$ cat config.mk
export PLATFORM = sky130hd
export DESIGN_NAME = fetch_pc
export DESIGN_NICKNAME = d
export VERILOG_FILES = /design/src/rtl/fetch_pc.sv
export SDC_FILE = /design/constraint.sdc
export NUM_CORES = 1
export LEC_CHECK = 0
export BUFFER_PORTS_ARGS = -buffer_cell sky130_fd_sc_hd__buf_2
export CAP_MARGIN = 20
export CORE_MARGIN = 5
export CORE_UTILIZATION = 35
export DETAILED_ROUTE_END_ITERATION = 6
export SYNTH_ARGS = -nofsm -noshare
export SYNTH_HDL_FRONTEND = slang
export SYNTH_SLANG_ARGS = --single-unit
$ cat constraint.sdc
create_clock -name clk -period 4.28 [get_ports clk]
set_input_delay 0.428 -clock clk [delete_from_list [all_inputs] [get_ports clk]]
set_output_delay 0.428 -clock clk [all_outputs]
set_load 0.02 [all_outputs]
$ cat src/rtl/fetch_pc.sv
// Instruction-fetch stage: program counter, next-PC selection for the branch-delay-slot
// pipeline, IF/ID register capture, and sticky fetch-address-error halt.
module fetch_pc #(
  parameter logic [31:0] RESET_PC = 32'h0000_3000,
  parameter int unsigned IM_WORDS = 1024
) (
  input  logic        clk,
  input  logic        reset,
  input  logic        stall,
  input  logic        flush,
  input  logic [1:0]  npc_sel,
  input  logic        branch_taken,
  input  logic [31:0] id_pc,
  input  logic [15:0] imm16,
  input  logic [25:0] instr_index,
  input  logic [31:0] rs_val,
  output logic [31:0] pc,
  input  logic [31:0] instr_f,
  output logic [31:0] if_id_instr,
  output logic [31:0] if_id_pc,
  output logic [31:0] if_id_pc8,
  output logic        if_id_valid,
  output logic        addr_err
);

  localparam int unsigned PC_W      = 32;
  localparam logic [32:0] WIN_BYTES = 33'(4 * IM_WORDS);

  localparam logic [1:0] NPC_SEQ    = 2'b00;
  localparam logic [1:0] NPC_BRANCH = 2'b01;
  localparam logic [1:0] NPC_JUMP   = 2'b10;
  localparam logic [1:0] NPC_JR     = 2'b11;

  typedef enum logic {
    ST_RUN  = 1'b0,
    ST_HALT = 1'b1
  } state_e;

  state_e            state_q, state_d;
  logic [PC_W-1:0]   pc_q, pc_d;
  logic [31:0]       if_id_instr_q, if_id_instr_d;
  logic [PC_W-1:0]   if_id_pc_q, if_id_pc_d;
  logic [PC_W-1:0]   if_id_pc8_q, if_id_pc8_d;
  logic              if_id_valid_q, if_id_valid_d;
  logic              addr_err_q, addr_err_d;

  logic [PC_W-1:0]   seq_pc_c;
  logic [PC_W-1:0]   branch_pc_c;
  logic [PC_W-1:0]   jump_pc_c;
  logic [PC_W-1:0]   next_pc_c;
  logic [PC_W-1:0]   pc_offset_c;
  logic              pc_bad_c;

  // Redirect targets are relative to the instruction in ID (delay-slot semantics).
  always_comb begin
    seq_pc_c    = pc_q + 32'd4;
    branch_pc_c = id_pc + 32'd4 + {{14{imm16[15]}}, imm16, 2'b00};
    jump_pc_c   = {id_pc[31:28], instr_index, 2'b00};
    next_pc_c   = seq_pc_c;
    unique case (npc_sel)
      NPC_SEQ:    next_pc_c = seq_pc_c;
      NPC_BRANCH: next_pc_c = branch_taken ? branch_pc_c : seq_pc_c;
      NPC_JUMP:   next_pc_c = jump_pc_c;
      NPC_JR:     next_pc_c = rs_val;
      default:    next_pc_c = seq_pc_c;
    endcase
  end

  // Window check done in 33 bits so a window ending at 2^32 cannot wrap.
  always_comb begin
    pc_offset_c = pc_q - RESET_PC;
    pc_bad_c    = (pc_q[1:0] != 2'b00)
               || (pc_q < RESET_PC)
               || ({1'b0, pc_offset_c} >= WIN_BYTES);
  end

  always_comb begin
    state_d       = state_q;
    pc_d          = pc_q;
    if_id_instr_d = if_id_instr_q;
    if_id_pc_d    = if_id_pc_q;
    if_id_pc8_d   = if_id_pc8_q;
    if_id_valid_d = if_id_valid_q;
    addr_err_d    = addr_err_q;

    unique case (state_q)
      ST_RUN: begin
        if (!stall) begin
          if (pc_bad_c) begin
            state_d       = ST_HALT;
            addr_err_d    = 1'b1;
            if_id_instr_d = 32'd0;
            if_id_pc_d    = 32'd0;
            if_id_pc8_d   = 32'd8;
            if_id_valid_d = 1'b0;
          end else begin
            pc_d = next_pc_c;
            if (flush) begin
              if_id_instr_d = 32'd0;
              if_id_pc_d    = 32'd0;
              if_id_pc8_d   = 32'd8;
              if_id_valid_d = 1'b0;
            end else begin
              if_id_instr_d = instr_f;
              if_id_pc_d    = pc_q;
              if_id_pc8_d   = pc_q + 32'd8;
              if_id_valid_d = 1'b1;
            end
          end
        end
      end
      ST_HALT: begin
        // Frozen until reset; keep feeding bubbles downstream.
        if_id_instr_d = 32'd0;
        if_id_pc_d    = 32'd0;
        if_id_pc8_d   = 32'd8;
        if_id_valid_d = 1'b0;
      end
      default: begin
        state_d = ST_HALT;
      end
    endcase
  end

  always_ff @(posedge clk or posedge reset) begin
    if (reset) begin
      state_q       <= ST_RUN;
      pc_q          <= RESET_PC;
      if_id_instr_q <= 32'd0;
      if_id_pc_q    <= 32'd0;
      if_id_pc8_q   <= 32'd8;
      if_id_valid_q <= 1'b0;
      addr_err_q    <= 1'b0;
    end else begin
      state_q       <= state_d;
      pc_q          <= pc_d;
      if_id_instr_q <= if_id_instr_d;
      if_id_pc_q    <= if_id_pc_d;
      if_id_pc8_q   <= if_id_pc8_d;
      if_id_valid_q <= if_id_valid_d;
      addr_err_q    <= addr_err_d;
    end
  end

  assign pc          = pc_q;
  assign if_id_instr = if_id_instr_q;
  assign if_id_pc    = if_id_pc_q;
  assign if_id_pc8   = if_id_pc8_q;
  assign if_id_valid = if_id_valid_q;
  assign addr_err    = addr_err_q;

endmodule
==> results_dict.tcl <==
set metrics [dict create \
    synth_area_um2 7780 \
    yosysWarnings 0 \
    status "complete, no violations" \
    ir_worst_vdd_mv 0.263 \
    post_cts_buffers 0 \
    cp_max_fo 32 \
    drc 0 \
    synth.avg_cell_area_um2 9.81 \
    timing_hold_violations_final 0 \
    max_freq_mhz 311 \
    drive_gt1_frac 0.327 \
    io_pins 275 \
    num_rows 54 \
    synth-edff-count 0 \
    routedWlPerCell_um 18.6 \
    setup_viol 0 \
    cts_buffers 17 \
    slew_violations 0 \
    grt_util_met3 0.0463 \
    port_buffers 274 \
    overflow 0 \
    drt_wl_total_um 24900 \
    p_per_area_nw_per_um2 330 \
    first_global_vias 7051 \
    synth-main-ff-cell "dfrtp_1" \
    cts_resized 0 \
    worstPathArrival_ns 3.56 \
    drt_iter0_drc 470 \
    die_area_um2 25300 \
    start_util 0.356 \
    hold_class "in2async" \
    cts_buffer_depth 2 \
    p_leak_nw 5.13 \
    yosysSeqAreaShare 0.412 \
    vias_per_cell 5.28 \
    path_class "reg2reg" \
    rsz0062_at_grt "no" \
    grt_usage 0.192 \
    hold_buffers 0 \
    cts.clk_slew.worst_paths_ns 0.07 \
    fin_crit_sh 0.751 \
    grt_max_degree 66 \
    core-area_um2 21800 \
    antenna_found_initial 0 \
    ys_seq_elements 128 \
    yosys.area.top_type_share 0.402 \
    clk_latency_ns 0.42 \
    syn_inst 793 \
    synth_area_leaders "dfrtp_1 (40%), ha_1 (9.6%), a22o_1 (6.0%), a21oi_1 (3.7%), and2_1 (3.5%)" \
    vias 7072 \
    cts-root-buf "clkbuf_16" \
    cp.required_ns 4.63 \
    chipHeight_um 159 \
    nets 1253 \
    gr-usage-met2 0.304 \
    async_reset_ff_frac 1.00 \
    dr.pass1.iters 7 \
    final.setup_skew_ns 0.0124 \
    gp_congestion 0.856 \
    yosysMostFrequentCell "dfrtp_1" \
    fin_setup_tns_ns 0 \
    worst_slew_pin_slew_ns 0.925 \
    cap_violations 0 \
    synth.distinct_cells 66 \
    area_growth_pct 27.7 \
    clock-sinks 128 \
    synth_common_cells "dfrtp_1 (125), ha_1 (60), a21oi_1 (58)" \
    endpoint_kind "flip-flop" \
    busiest_layer "met2" \
    syn-num-nets 999 \
    cts_tree "done" \
    maxSlewHeadroom 0.383 \
    htreeDepth 4 \
    num_antenna_cells 0 \
    ant_nets 0 \
    finalWorstPathRequiredPeriod_ns 3.21 \
    die_w_um 159 \
    start_kind "flip-flop" \
    grt_pass1_wl_um 39800 \
    use_met1 0.265 \
    finalPower_mw 3.28 \
    dp_hpwl_um 19200 \
    synth_top_area_cell "dfrtp_1" \
]
-- metrics by stage --
stage          hold slack [ns]   util  instances  cell area (um2)  setup slack [ns]
6_report                 0.177  0.455       1340             9940              1.07
5_1_grt                  0.217  0.455       1340             9940             0.769
4_1_cts                  0.208  0.455       1340             9940              1.05
3_5_place_dp             0.460  0.429       1308             9370             0.845
3_3_place_gp             0.456  0.429       1308             9370             0.904
2_1_floorplan            0.442      -        793             7780             0.444
-- sequential cells by signal, indices dropped and copies added, names as in the netlist --
register     cells
if_id_pc8       29
if_id_pc        32
pc              32
if_id_instr     32
state_q          1
if_id_valid      1
addr_err         1
-- layout make-up --
cell class | count | area [um2]
Fill cell | 2157 | 11900
Multi-Input combinational cell | 592 | 4280
Sequential cell | 128 | 3210
Timing Repair Buffer | 282 | 1430
Clock buffer | 17 | 425
Tap cell | 280 | 350
Clock inverter | 15 | 140
Inverter | 26 | 100
-- critical path, cell delays in order, from the launching register on --
cell	delay (ns)
dfrtp_1	0.47
nor4_1	0.35
nand4_1	0.22
or4_1	0.94
nor2_4	0.52
buf_4	0.41
a22o_1	0.20
-- report_power, final --
part,switching [mW],leakage [nW],internal (mW)
clock network,0.618,0.277,0.772
registers,0.0409,1.72,1.23
logic,0.362,3.13,0.261
-- metal layers --
metal	share of wire	routed length, um	up-vias
li1	-	-	3439
met1	0.46	11400	3317
met2	0.45	11300	283
met3	0.074	1850	33
met4	0.016	410	0
met5	0	0	-
-- placed cells by master, fill, tap and decap left out, types with 14 or more instances in the layout --
cell,instances
a21o_1,17
mux2_2,16
a21oi_1,58
inv_1,24
nor2_1,24
nand3_1,14
xor2_1,14
ha_1,60
buf_2,274
nand2_1,54
clkbuf_16,17
nor3_1,16
a22o_1,53
o21ai_0,55
and2_1,44
dfrtp_1,125
xnor2_1,23
-- worst paths after layout --
| path | slack [ns] | startpoint | to | cells past startpoint |
|---|---|---|---|---|
| min | 0.18 | reset | if_id_instr[28]$_DFFE_PP0P_ | 2 |
| max reg2reg | 1.07 | pc[23]$_DFFE_PP0P_ | if_id_instr[24]$_DFFE_PP0P_ | 6 |
| min in group clk | 0.22 | instr_f[3] | if_id_instr[3]$_DFFE_PP0P_ | 2 |
| max | 1.07 | pc[23]$_DFFE_PP0P_ | if_id_instr[24]$_DFFE_PP0P_ | 6 |
| max in group asynchronous | 3.09 | reset | if_id_instr[16]$_DFFE_PP0P_ | 3 |
| min reg2reg | 0.48 | addr_err$_DFFE_PP0P_ | addr_err$_DFFE_PP0P_ | 1 |
-- cell families (layout without fill, tap and decap cells) --
kind of cell | after synthesis | after routing | synth area share
AO/OA/AOI/OAI | 256 | 256 | 0.225
AND/OR/NAND/NOR | 210 | 210 | 0.144
flip-flops | 128 | 128 | 0.412
buffers and inverters | 73 | 340 | 0.0389
adder cells (fa/ha/maj) | 61 | 61 | 0.0991
XOR/XNOR | 37 | 37 | 0.0417
multiplexers | 28 | 28 | 0.0386
No activity file was read; power rests on OpenSTA's default activity.
